**config.mk**
```make
export PLATFORM = sky130hd
export DESIGN_NAME = commutator_sched
export DESIGN_NICKNAME = d
export VERILOG_FILES = /design/src/rtl/commutator_sched.sv
export SDC_FILE = /design/constraint.sdc
export NUM_CORES = 1
export LEC_CHECK = 0
export CAP_MARGIN = 20
export CORE_MARGIN = 2
export CORE_UTILIZATION = 49
export DETAILED_ROUTE_END_ITERATION = 12
export PLACE_DENSITY = 0.85
export REMOVE_ABC_BUFFERS = 1
export SLEW_MARGIN = 20
export SYNTH_ARGS = -nofsm -noshare
export SYNTH_HDL_FRONTEND = slang
export SYNTH_SLANG_ARGS = --single-unit
```
**constraint.sdc**
```tcl
create_clock -name clk -period 5.7 [get_ports clk]
set_clock_uncertainty 0.1 [all_clocks]
set_input_delay 0.855 -clock clk [delete_from_list [all_inputs] [get_ports clk]]
set_output_delay 0.855 -clock clk [all_outputs]
set_load 0.005 [all_outputs]
```
**src/rtl/commutator_sched.sv**
```systemverilog
// Flow-controlled round-robin commutator: one valid/ready input stream is dealt
// in strict channel order across NCH one-deep output registers, skipping masked channels.
module commutator_sched #(
  parameter int unsigned WIDTH = 16,
  parameter int unsigned NCH   = 4
) (
  input  logic                   clk,
  input  logic                   rst_n,
  input  logic                   clr,
  input  logic [NCH-1:0]         ch_en,
  input  logic                   s_valid,
  output logic                   s_ready,
  input  logic [WIDTH-1:0]       s_data,
  output logic [NCH-1:0]         m_valid,
  input  logic [NCH-1:0]         m_ready,
  output logic [WIDTH-1:0]       m_data [NCH],
  output logic [$clog2(NCH)-1:0] cur_ch,
  output logic                   rot_done
);

  localparam int unsigned PW = $clog2(NCH);

  logic [PW-1:0]  ptr;
  logic [PW-1:0]  target;
  logic [PW-1:0]  idx;
  logic [PW-1:0]  hi_ch;
  logic [PW-1:0]  ptr_nxt;
  logic           found;
  logic [NCH-1:0] slot_free;
  logic [NCH-1:0] load_mask;
  logic [NCH-1:0] m_valid_nxt;
  logic           accept;

  // First enabled channel at or after ptr, wrapping; busy enabled channels are never skipped.
  always_comb begin
    target = ptr;
    found  = 1'b0;
    idx    = '0;
    for (int unsigned k = 0; k < NCH; k++) begin
      idx = PW'((32'(ptr) + k) % NCH);
      if (!found && ch_en[idx]) begin
        target = idx;
        found  = 1'b1;
      end
    end
  end

  // Highest enabled channel marks the end of a rotation.
  always_comb begin
    hi_ch = '0;
    for (int unsigned i = 0; i < NCH; i++) begin
      if (ch_en[i]) hi_ch = PW'(i);
    end
  end

  assign cur_ch    = target;
  assign slot_free = ~m_valid | m_ready;
  assign s_ready   = (|ch_en) && slot_free[target] && !clr;
  assign accept    = s_valid && s_ready;
  assign ptr_nxt   = (target == PW'(NCH - 1)) ? '0 : target + PW'(1);
  assign load_mask = accept ? (NCH'(1) << target) : '0;

  // A same-cycle reload wins over the drain of that slot.
  assign m_valid_nxt = (m_valid & ~m_ready) | load_mask;

  always_ff @(posedge clk or negedge rst_n) begin
    if (!rst_n) begin
      ptr      <= '0;
      m_valid  <= '0;
      rot_done <= 1'b0;
      for (int unsigned i = 0; i < NCH; i++) m_data[i] <= '0;
    end else if (clr) begin
      ptr      <= '0;
      m_valid  <= '0;
      rot_done <= 1'b0;
    end else begin
      m_valid  <= m_valid_nxt;
      rot_done <= accept && (target == hi_ch);
      if (accept) begin
        ptr            <= ptr_nxt;
        m_data[target] <= s_data;
      end
    end
  end

endmodule
```
==> results of run 1 <==
worst min path at each step:
stage                                 startpoint  depth (start not counted)                      to
after detailed placement  m_data[46]$_DFFE_PN0P_                          1  m_data[46]$_DFFE_PN0P_
final                     m_data[39]$_DFFE_PN0P_                          1  m_data[39]$_DFFE_PN0P_
after global placement    m_data[38]$_DFFE_PN0P_                          1  m_data[38]$_DFFE_PN0P_
after global routing      m_data[31]$_DFFE_PN0P_                          1  m_data[31]$_DFFE_PN0P_
after CTS                 m_data[46]$_DFFE_PN0P_                          1  m_data[46]$_DFFE_PN0P_
after floorplan           m_data[38]$_DFFE_PN0P_                          1  m_data[38]$_DFFE_PN0P_
per-layer routing:
layer / vias up / global-route usage (%)
met5: - / 0
met4: 0 / 7.667
met3: 13 / 7.143
met2: 70 / 31.64
met1: 989 / 25.07
li1: 923 / -
through the flow:
step | util, % | cells | cell area (sq um) | hold slack (ns)
floorplan | - | 190 | 2895 | 0.3828
global placement | 67.67 | 365 | 3983 | 0.3702
detailed placement | 67.86 | 366 | 3994 | 0.3784
CTS | 70.64 | 380 | 4158 | 0.3947
global route | 70.64 | 380 | 4158 | 0.4182
finish | 70.64 | 380 | 4158 | 0.3942
cells by family (layout without fill, tap and decap cells):
kind of cell / count (synthesis) / count (layout) / share of synthesized area (%)
flip-flops: 71 / 71 / 60.19
AND/OR/NAND/NOR: 29 / 29 / 5.680
AO/OA/AOI/OAI: 18 / 18 / 4.536
adder cells (fa/ha/maj): 1 / 1 / 0.4238
buffers and inverters: 11 / 119 / 2.501
multiplexers: 67 / 67 / 26.66
cell type report:
class	count	area [sq um]
flip-flops and latches	71	1777
clock buffers	13	158.9
clock inverters	1	5.005
inverters	4	17.52
fillers	418	1728
multi-input cells	115	1101
repair buffers	101	1005
well taps	75	93.84
synth_stat cells (2+ instances only):
| library cell | instances | area, sq um |
|---|---|---|
| nor2_1 | 8 | 30.03 |
| inv_1 | 2 | 7.510 |
| and2_1 | 2 | 12.51 |
| mux2_4 | 9 | 135.1 |
| buf_6 | 2 | 22.52 |
| nor3b_1 | 2 | 15.01 |
| a21oi_1 | 2 | 10.01 |
| dfrtp_1 | 71 | 1777 |
| buf_2 | 3 | 15.01 |
| and3_1 | 2 | 12.51 |
| nand2b_1 | 3 | 18.77 |
| mux2_2 | 52 | 585.6 |
| mux2_1 | 5 | 56.30 |
| nor2b_1 | 5 | 31.28 |
| o21bai_1 | 2 | 15.01 |
| o21ai_0 | 4 | 20.02 |
| a22o_1 | 2 | 17.52 |
state kept, by name, indices dropped and copies added (netlist names):
register and count:
m_valid 4, m_data 64, ptr 2, rot_done 1
critical path, cell delays in order:
cell and delay, ns:
clkdlybuf4s50_1 0.59, nor3b_1 0.09, a2111o_1 0.44, nand2_4 0.11
mux2_2 0.37, mux2i_1 0.16, nor3_1 0.07, clkdlybuf4s50_1 0.46
power groups by stage:
| stage | logic [W] | clock network (W) | registers (W) |
|---|---|---|---|
| after global placement | 0.000710 | 0 | 0.000805 |
| after detailed placement | 0.000723 | 0 | 0.000814 |
| final | 0.000714 | 0.000342 | 0.000807 |
| after CTS | 0.000727 | 0.000352 | 0.000808 |
| after floorplan | 0.000223 | 0 | 0.000822 |
| after global routing | 0.000771 | 0.000377 | 0.000830 |
==> flow_summary.ini, run 1 <==
[outcome]
run_status = complete, no violations

[cts]
htree_levels = 3
cts_resized = 0
clock_path_buffers = 2
tritoncts = done
insertion_delay_ns = 0.32
clock-sinks = 71
cts_inserted_buffers = 9
post_cts_buffers = 0
clkTransAtPathRegs_ns = 0.07
cts-root-buf = clkbuf_8
cts-hold-fix-buffers = 0

[pwr]
seqPwrFrac_pct = 43.3
p_int_w = 0.001395
switchingPower_w = 0.0004678
totalPowerFinal_w = 0.001863
clkPwrFrac_pct = 18.3
powerDensity_mw_per_mm2 = 448.1
switching_share_pct = 25.11
power_frac_comb_pct = 38.3
vdd_drop_max_uv = 256.0
p_leak_nw = 1.799

[sta]
period_needed_ns = 4.101
finalSetupTns_ns = 0
slew_headroom_pct = 27.79
fmax_mhz = 243.9
layout_setup_ws_ns = 1.599
drv_slew = 0
rsz0062_at_grt = no
period_share_pct = 71.94
setup_viol = 0
hold_violations = 0
max_slew.worst_pin.slew_ns = 1.083

[drt]
drtIter0Drc = 61
avgViaCountPerCell = 5.250
wl_met3_microns = 499
wl_met1_mm = 2.707
route.vias.total = 1995
route.detailed.wl_per_inst_microns = 16.57
dr.pass1.iters = 4
highest_layer = met4
wirelength_mm = 6.297
antenna_left = 0
wl_met2_mm = 2.978
drc = 0

[final_layout]
layout-drive-gt1-share_pct = 26.56
final_common_cell = clkdlybuf4s50_1
n_antenna_cell = 0
syn_to_final_growth_pct = 40.86
nNetsFinal = 331
layout_common_cells = clkdlybuf4s50_1 (98), dfrtp_1 (71), mux2_2 (52)

[synth]
synth_edf_count = 0
ys_warn_count = 0
postSynthAreaPerCell_sq_um = 14.98
ys.flop_type = dfrtp_1
async_flop_share_pct = 100.0
ys_ff_latch = 71
syn_area_sq_mm = 0.002952
synthCells = 197
yosysSeqAreaShare_pct = 60.19
synth_cell_types = 38

[floorplanning]
initial_core_util_pct = 50.15
chipHeight_microns = 81.61
die_w_microns = 81.61
core_sq_mm = 0.005886
die-area_sq_mm = 0.006660
row_count = 28
io_pins = 100

[run]
maxCapViolations = 0

[worst_setup_path]
crit_arrival_ns = 3.15
crit_path_end = s_ready
critPathKind = in2out
r2r_cells = 8
start_kind = primary input
r2r_setup_slack_ns = 2.70
setup.worst_path.start = ch_en[1]
worstReg2RegEnd = m_data[16]$_DFFE_PN0P_
critPathRequiredTime_ns = 4.74
r2r_start = ptr[0]$_DFFE_PN0P_
endpoint_kind = output pin
cp_max_fo = 7

[placed_design]
port_buffers = 99
place.gp.congestion = 0.7637
post-place-ws_ns = 1.588
detailed_place_hpwl_mm = 4.368

[global_route]
first_global_vias = 1987
grt_pass1_wl_mm = 9.735
grt.overflow.total = 0
antenna_found_initial = 0
grt_use_total_pct = 19.91
grt_max_degree = 72

[worst_hold_path]
worstHoldPathType = reg2reg
No activity file was read; power rests on OpenSTA's default activity.
==> run 2: changes to the inputs <==
Settings changed: CORE_UTILIZATION 49 to 41, PLACE_DENSITY 0.85 to 0.76.
Clock period 5.7 ns to 3.4 ns, I/O delays scaled along.
==> run 2 against run 1 <==
  * Critical endpoint unchanged
  * Sequential share of layout area decreased by 1.4 points
  * Final cell count increased by 8.7%
  * Largest cell class unchanged
  * Wire length increased by 4.0%
  * Highest routed layer unchanged
  * Largest power group unchanged
==> flow_summary.ini, run 2 (same netlist as run 1, synthesis figures left out) <==
[cts]
insertion_delay_ns = 0.32
cts_inserted_buffers = 9
tritoncts = done
htree_levels = 3
clock_path_buffers = 2
cts-root-buf = clkbuf_8
clkTransAtPathRegs_ns = 0.07
clock-sinks = 71

[run]
maxCapViolations = 0

[global_route]
grt_pass1_wl_mm = 10.36
grt.overflow.total = 0
grt_use_total_pct = 17.45
antenna_found_initial = 0
first_global_vias = 2123
grt_max_degree = 31

[floorplanning]
die_w_microns = 88.85
chipHeight_microns = 88.85
core_sq_mm = 0.006869
die-area_sq_mm = 0.007893
io_pins = 100
initial_core_util_pct = 42.97
row_count = 30

[sta]
finalSetupTns_ns = 0
period_share_pct = 89.35
max_slew.worst_pin.slew_ns = 0.5189
fmax_mhz = 329.2
hold_violations = 0
drv_slew = 0
rsz0062_at_grt = no
slew_headroom_pct = 65.34
period_needed_ns = 3.038
setup_viol = 0

[outcome]
run_status = complete, no violations

[worst_hold_path]
hold_depth = 1
min_to = m_data[15]$_DFFE_PN0P_
worstHoldPathType = reg2reg
worstHoldStart = m_data[15]$_DFFE_PN0P_

[final_layout]
syn_to_final_growth_pct = 45.49
n_antenna_cell = 0
final_area_sq_mm = 0.004294
largest_reg_flops = 64
post-route-util_pct = 62.51
largest-register = m_data
fill_cells = 567
final_common_cell = clkdlybuf4s50_1
instances_no_fill = 413
top_regs = m_data x64, m_valid x4, ptr x2
layout_common_cells = clkdlybuf4s50_1 (96), dfrtp_1 (71), mux2_2 (52)
seq_area_sq_mm = 0.001777
layout-drive-gt1-share_pct = 29.34
nNetsFinal = 342
multiInputGateArea_sq_mm = 0.001101

[worst_setup_path]
critPathRequiredTime_ns = 2.79
r2r_cells = 10
crit_chain = clkdlybuf4s50_1 > nor2_1 > a2111o_1 > nand2_4 > mux2_2 > mux2i_1 > nor3_1 > dlymetal6s2s_1
crit_arrival_ns = 2.43
endpoint_kind = output pin
worstReg2RegEnd = m_data[28]$_DFFE_PN0P_
cpMaxStageDelayCell = clkdlybuf4s50_1
start_kind = primary input
cp_slowest_stage_delay_ns = 0.53
r2r_setup_slack_ns = 0.91
critPathKind = in2out
r2r_start = ptr[1]$_DFFE_PN0P_
cp_max_fo = 5

[drt]
route.vias.total = 2089
drtIter0Drc = 44
drc = 0
wirelength_mm = 6.551
dr.pass1.iters = 4
route.detailed.wl_per_inst_microns = 15.86
antenna_left = 0
avgViaCountPerCell = 5.058

[pwr]
totalPowerFinal_w = 0.003202
p_leak_nw = 1.878
vdd_drop_max_uv = 426.6
powerDensity_mw_per_mm2 = 745.8

[placed_design]
port_buffers = 99
place.gp.congestion = 0.8306
dp_cells = 397
placed_area_sq_mm = 0.004091
detailed_place_hpwl_mm = 4.680
==> run 2: per-layer routing <==
layer	wire length, microns	up-vias	track usage, %
met3	437	11	6.157
li1	-	943	-
met4	46	0	5.647
met5	0	-	0
met2	3159	77	27.34
met1	2907	1058	22.77
==> run 2: report_power, final <==
group | switching, W | internal (W)
sequential | 0.000179 | 0.00118
combinational | 0.000336 | 0.000874
clock | 0.000301 | 0.000336
total | 0.000816 | 0.00239
==> run 2: critical path: cells and delay by family <==
family	cells	cell delay (ns)
buffers and inverters	2	0.70
AND/OR/NAND/NOR	3	0.24
multiplexers	2	0.51
AO/OA/AOI/OAI	1	0.47
==> run 2: worst max-delay path by stage <==
stage                        start                      to  depth (start not counted)  slack (ns)
final                     ch_en[1]                 s_ready                          8        0.36
after global placement    ch_en[2]                 s_ready                          8        0.10
after global routing      ch_en[0]                 s_ready                          8        0.26
after floorplan           ch_en[0]  m_data[16]$_DFFE_PN0P_                          8        0.79
after detailed placement  ch_en[2]                 s_ready                          8        0.07
after CTS                 ch_en[2]                 s_ready                          8        0.06
==> run 2: per-stage QoR <==
step	hold WS (ns)	setup slack [ns]
2_1_floorplan	0.1144	0.7936
6_report	0.3964	0.3621
3_5_place_dp	0.3015	0.06502
3_3_place_gp	0.2992	0.1042
5_1_grt	0.4117	0.2601
4_1_cts	0.4024	0.06317
==> run 2: timing repair <==
action | CTS | global route
hold buffers | 1 | 0
resized for setup | 0 | 2
endpoints found under the setup margin | 0 | 1
endpoints found under the hold margin | 11 | 0
setup buffers | 0 | 0
==> run 2: final cells by class <==
cell class	count	area share [%]
clock buffer	10	2.972
clock inverter	5	1.399
timing repair buffer	112	25.41
sequential	71	41.38
multi-input combinational	115	25.64
tap	96	2.797
inverter	4	0.4079
